**config.mk**
```make
export PLATFORM = sky130hd
export DESIGN_NAME = lcv_mul_acc_pipe
export DESIGN_NICKNAME = d
export VERILOG_FILES = /design/src/rtl/lcv_mul_acc_pipe.sv
export SDC_FILE = /design/constraint.sdc
export NUM_CORES = 2
export LEC_CHECK = 0
export CAP_MARGIN = 20
export CORE_MARGIN = 2
export CORE_UTILIZATION = 53
export CTS_BUF_LIST = sky130_fd_sc_hd__clkbuf_16
export DETAILED_ROUTE_END_ITERATION = 6
export HOLD_SLACK_MARGIN = 0.03
export PLACE_DENSITY_LB_ADDON = 0.05
export SYNTH_ARGS = -nofsm -noshare
export SYNTH_HDL_FRONTEND = slang
export SYNTH_SLANG_ARGS = --single-unit
```
**constraint.sdc**
```tcl
create_clock -name clk -period 14.69 [get_ports clk]
set_input_delay 2.938 -clock clk [delete_from_list [all_inputs] [get_ports clk]]
set_output_delay 2.938 -clock clk [all_outputs]
set_load 0.005 [all_outputs]
```
**src/rtl/lcv_mul_acc_pipe.sv**
```systemverilog
// Two-stage multiply-accumulate pipeline with NUM_CHAN independent accumulators and a valid/ready result port.
// Optional build macro LCV_MUL_ACC_PIPE_SAT_EN: clamp sums and report sticky saturation on outp_sat.
module lcv_mul_acc_pipe #(
    parameter int IN_WIDTH  = 16,
    parameter int ACC_WIDTH = 40,
    parameter int NUM_CHAN  = 4
) (
    input  logic                        clk,
    input  logic                        rst,
    input  logic                        inp_valid,
    output logic                        inp_ready,
    input  logic [$clog2(NUM_CHAN)-1:0] inp_chan,
    input  logic signed [IN_WIDTH-1:0]  inp_a,
    input  logic signed [IN_WIDTH-1:0]  inp_b,
    input  logic                        inp_clear,
    input  logic                        inp_last,
    output logic                        outp_valid,
    input  logic                        outp_ready,
    output logic [$clog2(NUM_CHAN)-1:0] outp_chan,
    output logic signed [ACC_WIDTH-1:0] outp_data,
    output logic [15:0]                 outp_count,
    output logic                        outp_sat
);
    localparam int CW = $clog2(NUM_CHAN);
    localparam int PW = 2 * IN_WIDTH;

    // Handshake: a beat (result) transfers at a rising edge where valid && ready are both high;
    // the whole pipe advances together, so a stalled result freezes S1 and S2 and deasserts inp_ready.
    logic adv;
    assign adv       = !outp_valid || outp_ready;
    assign inp_ready = adv;

    logic signed [PW-1:0] a_ext;
    logic signed [PW-1:0] b_ext;
    logic signed [PW-1:0] prod;
    assign a_ext = {{IN_WIDTH{inp_a[IN_WIDTH-1]}}, inp_a};
    assign b_ext = {{IN_WIDTH{inp_b[IN_WIDTH-1]}}, inp_b};
    assign prod  = a_ext * b_ext;

    logic                 s1_valid;
    logic                 s1_clear;
    logic                 s1_last;
    logic [CW-1:0]        s1_chan;
    logic signed [PW-1:0] s1_prod;

    always_ff @(posedge clk or posedge rst) begin
        if (rst) begin
            s1_valid <= 1'b0;
            s1_clear <= 1'b0;
            s1_last  <= 1'b0;
            s1_chan  <= '0;
            s1_prod  <= '0;
        end else if (adv) begin
            s1_valid <= inp_valid;
            s1_clear <= inp_clear;
            s1_last  <= inp_last;
            s1_chan  <= inp_chan;
            s1_prod  <= prod;
        end
    end

    logic signed [ACC_WIDTH-1:0] acc [NUM_CHAN];
    logic [15:0]                 cnt [NUM_CHAN];
    logic signed [ACC_WIDTH-1:0] base;
    logic signed [ACC_WIDTH-1:0] sum;
    logic [15:0]                 cnt_next;

    always_comb begin
        base     = s1_clear ? '0 : acc[s1_chan];
        cnt_next = 16'd1;
        if (!s1_clear) begin
            cnt_next = (cnt[s1_chan] == 16'hFFFF) ? 16'hFFFF : cnt[s1_chan] + 16'd1;
        end
    end

`ifdef LCV_MUL_ACC_PIPE_SAT_EN
    logic signed [ACC_WIDTH:0] wide;
    logic                      ovf;
    logic                      sat_next;
    logic [NUM_CHAN-1:0]       sat_flag;

    // One guard bit exposes overflow as a disagreement between the top two bits.
    always_comb begin
        wide     = (ACC_WIDTH+1)'(base) + (ACC_WIDTH+1)'(s1_prod);
        ovf      = wide[ACC_WIDTH] ^ wide[ACC_WIDTH-1];
        sum      = wide[ACC_WIDTH-1:0];
        if (ovf) begin
            sum = wide[ACC_WIDTH] ? {1'b1, {(ACC_WIDTH-1){1'b0}}} : {1'b0, {(ACC_WIDTH-1){1'b1}}};
        end
        sat_next = (s1_clear ? 1'b0 : sat_flag[s1_chan]) | ovf;
    end

    always_ff @(posedge clk or posedge rst) begin
        if (rst) begin
            sat_flag <= '0;
            outp_sat <= 1'b0;
        end else if (adv && s1_valid) begin
            if (s1_last) begin
                sat_flag[s1_chan] <= 1'b0;
                outp_sat          <= sat_next;
            end else begin
                sat_flag[s1_chan] <= sat_next;
            end
        end
    end
`else
    logic signed [ACC_WIDTH-1:0] prod_ext;

    always_comb begin
        prod_ext = ACC_WIDTH'(s1_prod);
        sum      = base + prod_ext;
    end

    assign outp_sat = 1'b0;
`endif

    always_ff @(posedge clk or posedge rst) begin
        if (rst) begin
            for (int i = 0; i < NUM_CHAN; i++) begin
                acc[i] <= '0;
                cnt[i] <= '0;
            end
            outp_valid <= 1'b0;
            outp_chan  <= '0;
            outp_data  <= '0;
            outp_count <= '0;
        end else if (adv) begin
            // Consuming the held result and loading a new one happen on the same edge.
            outp_valid <= s1_valid && s1_last;
            if (s1_valid) begin
                if (s1_last) begin
                    acc[s1_chan] <= '0;
                    cnt[s1_chan] <= '0;
                    outp_chan    <= s1_chan;
                    outp_data    <= sum;
                    outp_count   <= cnt_next;
                end else begin
                    acc[s1_chan] <= sum;
                    cnt[s1_chan] <= cnt_next;
                end
            end
        end
    end
endmodule

```
Word level (Yosys, flattened, before mapping)
Cells that the tools add are included.

word-level totals
  bits in registers = 320
  output and inout port bits = 61

cells by class
  add/sub/neg operators = 2
  multiply operators = 1
  magnitude comparators = 2
  eq/ne operators = 1
  multiplexer cells = 17
  bitwise operators = 5
  reductions and logical operators = 6

operators with widths
  operator                 number
  $and A160 B160 Y160      1
  $bwmux W160              1
  $mux W160                1
  $mux W40                 4
  $not A160 Y160           1
  $bmux W40 S2             1
  $demux W40 S2            1
  $mux W16                 5
  $and A64 B64 Y64         1
  $bwmux W64               1
  $mux W64                 1
  $not A64 Y64             1
  $add A40 B32 Y40         1
  $bmux W16 S2             1
  $demux W16 S2            1
  $mul A16 B16 Y32         1
  $add A16 B1 Y16 const B  1
  $eq A16 B16 Y1 const B   1
  $ge A3 B3 Y1 const B     1
  $lt A3 B1 Y1 const B     1
  $not A2 Y3               1
  $reduce_and A3 Y1        1
  $logic_and A1 B1 Y1      2
  $reduce_and A2 Y1        1
  other kinds (2)          2

Depth between registers and ports, before layout
  word-level depth = 9
  gate-level depth with buffers = 23

Worst setup path before layout
Ideal clock, no wire load.

  path kind = in2reg
  start point = in inp_a[15]
  end point = reg s1_prod[31]
  data arrival time = 8,629 ps
  required time = 14,608 ps
  setup slack = 5,979 ps
  stages = 20
  cells stage by stage = clkbuf_1 -> nand2_1 -> inv_1 -> fa_1 -> fa_1 -> fa_1 -> fa_1 -> fa_1 -> inv_1 -> fa_1 -> inv_1 -> ha_1 -> a21oi_1 -> o21ai_0 -> a2111oi_0 -> nor3b_2 -> o31ai_1 -> o211a_1 -> or3_1 -> a31oi_1

on the way
  cells in the longest elaborated chain, start to end = 1

ends and longest elaborated chain
  item                    RTL line  text
  start: declaration      13        input logic signed [IN_WIDTH-1:0] inp_a,
  $mul A16 B16 Y32        38        assign prod = a_ext * b_ext;
  end signal: assignment  58        s1_prod <= prod;
  end: declaration        44        logic signed [PW-1:0] s1_prod;

Every way passes these cells.
A chain may end at the register's enable or synchronous reset.

Final worst setup path
  start point = in inp_b[2]
  end point = reg s1_prod[31]

on the way
  cells in the longest elaborated chain, start to end = 1

ends and longest elaborated chain
  item                RTL line  text
  start: declaration  14        input logic signed [IN_WIDTH-1:0] inp_b,
  $mul A16 B16 Y32    38

Every way passes these cells.

==> impl_metrics.json <==
{
  "synth_seq_cells": 320,
  "groute.usage.overall_pct": 26.1,
  "syn-num-nets": 3169,
  "drive_above_1_share_pct": 6.98,
  "cts.htree.levels": 2,
  "multi_input_logic_area_mm2": 0.0167,
  "worst-slew-pin-transition_ns": 0.998,
  "finalSetupViolCount": 0,
  "setup_repair_after_global_routing_missed_its_margin": "no",
  "max_slew_margin_pct": 33.4,
  "final.period_utilization_pct": 64.5,
  "hold_path.class": "reg2reg",
  "cts_resized": 0,
  "ys_warnings": 0,
  "source_of_the_critical_timing_path": "inp_b[2]",
  "floorplan.core_area_mm2": 0.0492,
  "finalHoldViolations": 0,
  "grt_first_pass_wirelength_um": 107000,
  "final_nets": 3169,
  "finalWorstPathRequiredPeriod_ns": 9.48,
  "register_area_mm2": 0.00802,
  "detailroute.via_count": 19800,
  "final_core_utilization_pct": 58.8,
  "drt_drc_violations_left": 0,
  "final.setup_skew_ns": 0.0192,
  "initial_core_util_pct": 53.9,
  "worst-setup-path-type": "in2reg",
  "synth_top_flop_cell": "sky130_fd_sc_hd__dfrtp_1",
  "final-max-slew-violation-count": 0,
  "reg2reg_to": "acc[153]$_DFFE_PP0P_",
  "firstDrtPassIters": 5,
  "place.gp.congestion": 0.916,
  "holdPathStages": 2,
  "totalNegativeSetupSlack_ns": 0,
  "floorplan.rows": 81,
  "grt_util_met3_pct": 3.11,
  "synth_seq_area_share_pct": 30.2,
  "grtUsageMet2_pct": 41.4,
  "numPortBuffers": 99,
  "r2r_setup_slack_ns": 9.41,
  "totalWireLength_um": 64500,
  "synthesis.instances": 2744,
  "dieArea_mm2": 0.0518,
  "first_iter_violations": 1526,
  "critical_path.max_fanout": 16,
  "crit_end": "s1_prod[31]$_DFFE_PP0N_",
  "number_of_antenna_violations_at_the_first_check_in_global_routing": 0,
  "count_of_fill_cells_added_during_filler_insertion": 4370,
  "layout-area-overhead-vs-synth_pct": 8.99,
  "tritoncts": "yes",
  "height_of_the_die_um": 228,
  "worst_setup_path_end_kind": "register",
  "reg_clk_slew_reported_paths_ns": 0.06,
  "detail_route.wl_per_cell_um": 18.8,
  "cts_inserted_buffers": 34,
  "grt_busiest_layer": "met2",
  "clkLatencyLatePin_ns": 0.53,
  "grt_overflow_total": 0,
  "floorplan.io_pins": 101,
  "drv_cap": 0,
  "first_global_vias": 20300,
  "post_cts.repair.setup_buffers": 0,
  "hold_ws_ns": 0.473,
  "grt_max_degree": 133,
  "cts.root.buffer_cell": "sky130_fd_sc_hd__clkbuf_16",
  "async_reset_ff_share_pct": 100,
  "rr_worst_depth": 11,
  "number_of_hold_buffers_added_after_cts": 0,
  "die_width_um": 228,
  "synth_area_per_cell_um2": 9.66,
  "cts_sinks": 320,
  "req_time_crit_path_ns": 15.13,
  "clock_path_buffers": 3,
  "place_hpwl_um": 46300,
  "netlist_area_mm2": 0.0265,
  "worst_ep_arrival_time_ns": 9.91,
  "outcome": "completed",
  "gr-usage-met1_pct": 39.0,
  "netlist-cell-type-count": 95,
  "setup.worst_path.start_class": "primary input",
  "detail-route-antenna-nets": 0,
  "reg2reg_from": "s1_chan[0]$_DFFE_PP0N_",
  "maximum_clock_frequency_ghz": 0.106,
  "vias_per_cell": 5.78,
  "synth-edff-count": 0
}
## final cells by class
class                   count  share of cell area (%)
diodes                      1                 0.00867
clock buffers              35                    3.03
flip-flops and latches    320                    27.8
multi-input cells        1971                    57.8
clock inverters            24                   0.654
repair buffers            118                    3.93
inverters                 299                    3.91
well taps                 664                    2.88
## through the flow
stage	instance area [µm²]	std cells	setup slack (ns)
2_1_floorplan	26500	2744	2.90
3_3_place_gp	27800	3372	4.90
3_5_place_dp	27800	3372	4.79
4_1_cts	28900	3431	5.32
5_1_grt	28900	3431	4.83
6_report	28900	3432	5.21
## cell usage in the layout, fill, tap and decap left out, types with 38 or more instances in the layout
master / instances
sky130_fd_sc_hd__a21oi_1: 71
sky130_fd_sc_hd__o31ai_1: 81
sky130_fd_sc_hd__mux4_2: 56
sky130_fd_sc_hd__o21ai_0: 161
sky130_fd_sc_hd__clkdlybuf4s50_1: 99
sky130_fd_sc_hd__nand2_1: 484
sky130_fd_sc_hd__nor3_1: 38
sky130_fd_sc_hd__nor2b_1: 42
sky130_fd_sc_hd__and2_1: 129
sky130_fd_sc_hd__nor2_1: 99
sky130_fd_sc_hd__fa_1: 263
sky130_fd_sc_hd__ha_1: 122
sky130_fd_sc_hd__inv_1: 304
sky130_fd_sc_hd__dfrtp_1: 316
## flip-flops by register name (all words and copies together), names as in the netlist
signal / cells
cnt: 64
s1_clear: 1
outp_valid: 1
outp_chan: 2
outp_data: 40
s1_last: 1
s1_prod: 32
s1_chan: 2
acc: 160
s1_valid: 1
outp_count: 16
## critical path: stages
cell and delay [ns]:
sky130_fd_sc_hd__clkdlybuf4s50_1 0.90, sky130_fd_sc_hd__nand2_1 0.19, sky130_fd_sc_hd__inv_1 0.13, sky130_fd_sc_hd__fa_1 0.56, sky130_fd_sc_hd__fa_1 0.84, sky130_fd_sc_hd__fa_1 0.51, sky130_fd_sc_hd__fa_1 0.50, sky130_fd_sc_hd__fa_1 0.49
sky130_fd_sc_hd__inv_1 0.05, sky130_fd_sc_hd__fa_1 0.47, sky130_fd_sc_hd__inv_1 0.04, sky130_fd_sc_hd__ha_1 0.32, sky130_fd_sc_hd__a21oi_1 0.19, sky130_fd_sc_hd__o21ai_0 0.16, sky130_fd_sc_hd__a2111oi_0 0.32, sky130_fd_sc_hd__nor3b_2 0.38
sky130_fd_sc_hd__o31ai_1 0.18, sky130_fd_sc_hd__o211a_1 0.25, sky130_fd_sc_hd__or3_1 0.30, sky130_fd_sc_hd__a31oi_1 0.16
## worst min path at each step
stage	to	start
2_1_floorplan	cnt[54]$_DFFE_PP0P_	cnt[54]$_DFFE_PP0P_
3_3_place_gp	acc[129]$_DFFE_PP0P_	acc[129]$_DFFE_PP0P_
3_5_place_dp	cnt[59]$_DFFE_PP0P_	cnt[59]$_DFFE_PP0P_
4_1_cts	cnt[59]$_DFFE_PP0P_	cnt[59]$_DFFE_PP0P_
5_1_grt	acc[15]$_DFFE_PP0P_	acc[15]$_DFFE_PP0P_
6_report	acc[11]$_DFFE_PP0P_	acc[11]$_DFFE_PP0P_
## kinds of logic after synthesis
group	after synthesis	synth area share [%]
adders and majority gates	385	25.6
buffers and inverters	453	6.90
AOI/OAI and AO/OA	511	12.9
xor gates and xnor gates	66	2.21
DFF	320	30.2
and+or+nand+nor	930	16.5
muxes	78	5.70
other	1	0.0142
## metal layers
metal | vias up | part of all wire [%]
li1 | 9135 | -
met1 | 10100 | 46
met2 | 486 | 47
met3 | 89 | 4.8
met4 | 0 | 1.8
met5 | - | 0
## synthesized netlist by cell type (7+ instances only)
library cell	n	area, µm²
sky130_fd_sc_hd__o211ai_1	13	97.6
sky130_fd_sc_hd__mux4_2	56	1260
sky130_fd_sc_hd__o21a_1	11	82.6
sky130_fd_sc_hd__o31ai_1	81	608
sky130_fd_sc_hd__a21o_1	28	210
sky130_fd_sc_hd__nor2_1	100	375
sky130_fd_sc_hd__nor2b_1	43	269
sky130_fd_sc_hd__nand2b_1	18	113
sky130_fd_sc_hd__o21ai_1	19	95.1
sky130_fd_sc_hd__a21oi_1	71	355
sky130_fd_sc_hd__inv_1	298	1120
sky130_fd_sc_hd__xor2_1	29	254
sky130_fd_sc_hd__and3_1	9	56.3
sky130_fd_sc_hd__a211oi_1	8	60.1
sky130_fd_sc_hd__nand2_1	485	1820
sky130_fd_sc_hd__clkbuf_1	101	379
sky130_fd_sc_hd__nand4_1	14	87.6
sky130_fd_sc_hd__and2_1	129	807
sky130_fd_sc_hd__a22o_1	36	315
sky130_fd_sc_hd__buf_2	22	110
sky130_fd_sc_hd__o311ai_0	11	96.3
sky130_fd_sc_hd__dfrtp_1	320	8010
sky130_fd_sc_hd__o21ai_0	161	806
sky130_fd_sc_hd__nand3_1	37	185
sky130_fd_sc_hd__buf_1	14	52.6
sky130_fd_sc_hd__or3_1	10	62.6
sky130_fd_sc_hd__buf_6	9	101
sky130_fd_sc_hd__o21bai_1	7	52.6
sky130_fd_sc_hd__nor3_1	39	195
sky130_fd_sc_hd__a31oi_1	10	62.6
sky130_fd_sc_hd__a221o_1	7	70.1
sky130_fd_sc_hd__ha_1	122	1530
sky130_fd_sc_hd__fa_1	263	5270
sky130_fd_sc_hd__mux2_2	19	214
sky130_fd_sc_hd__xnor2_1	36	315
Power is not shown: default switching activity piles up to over one toggle a cycle in this logic, so the estimate is an artifact.
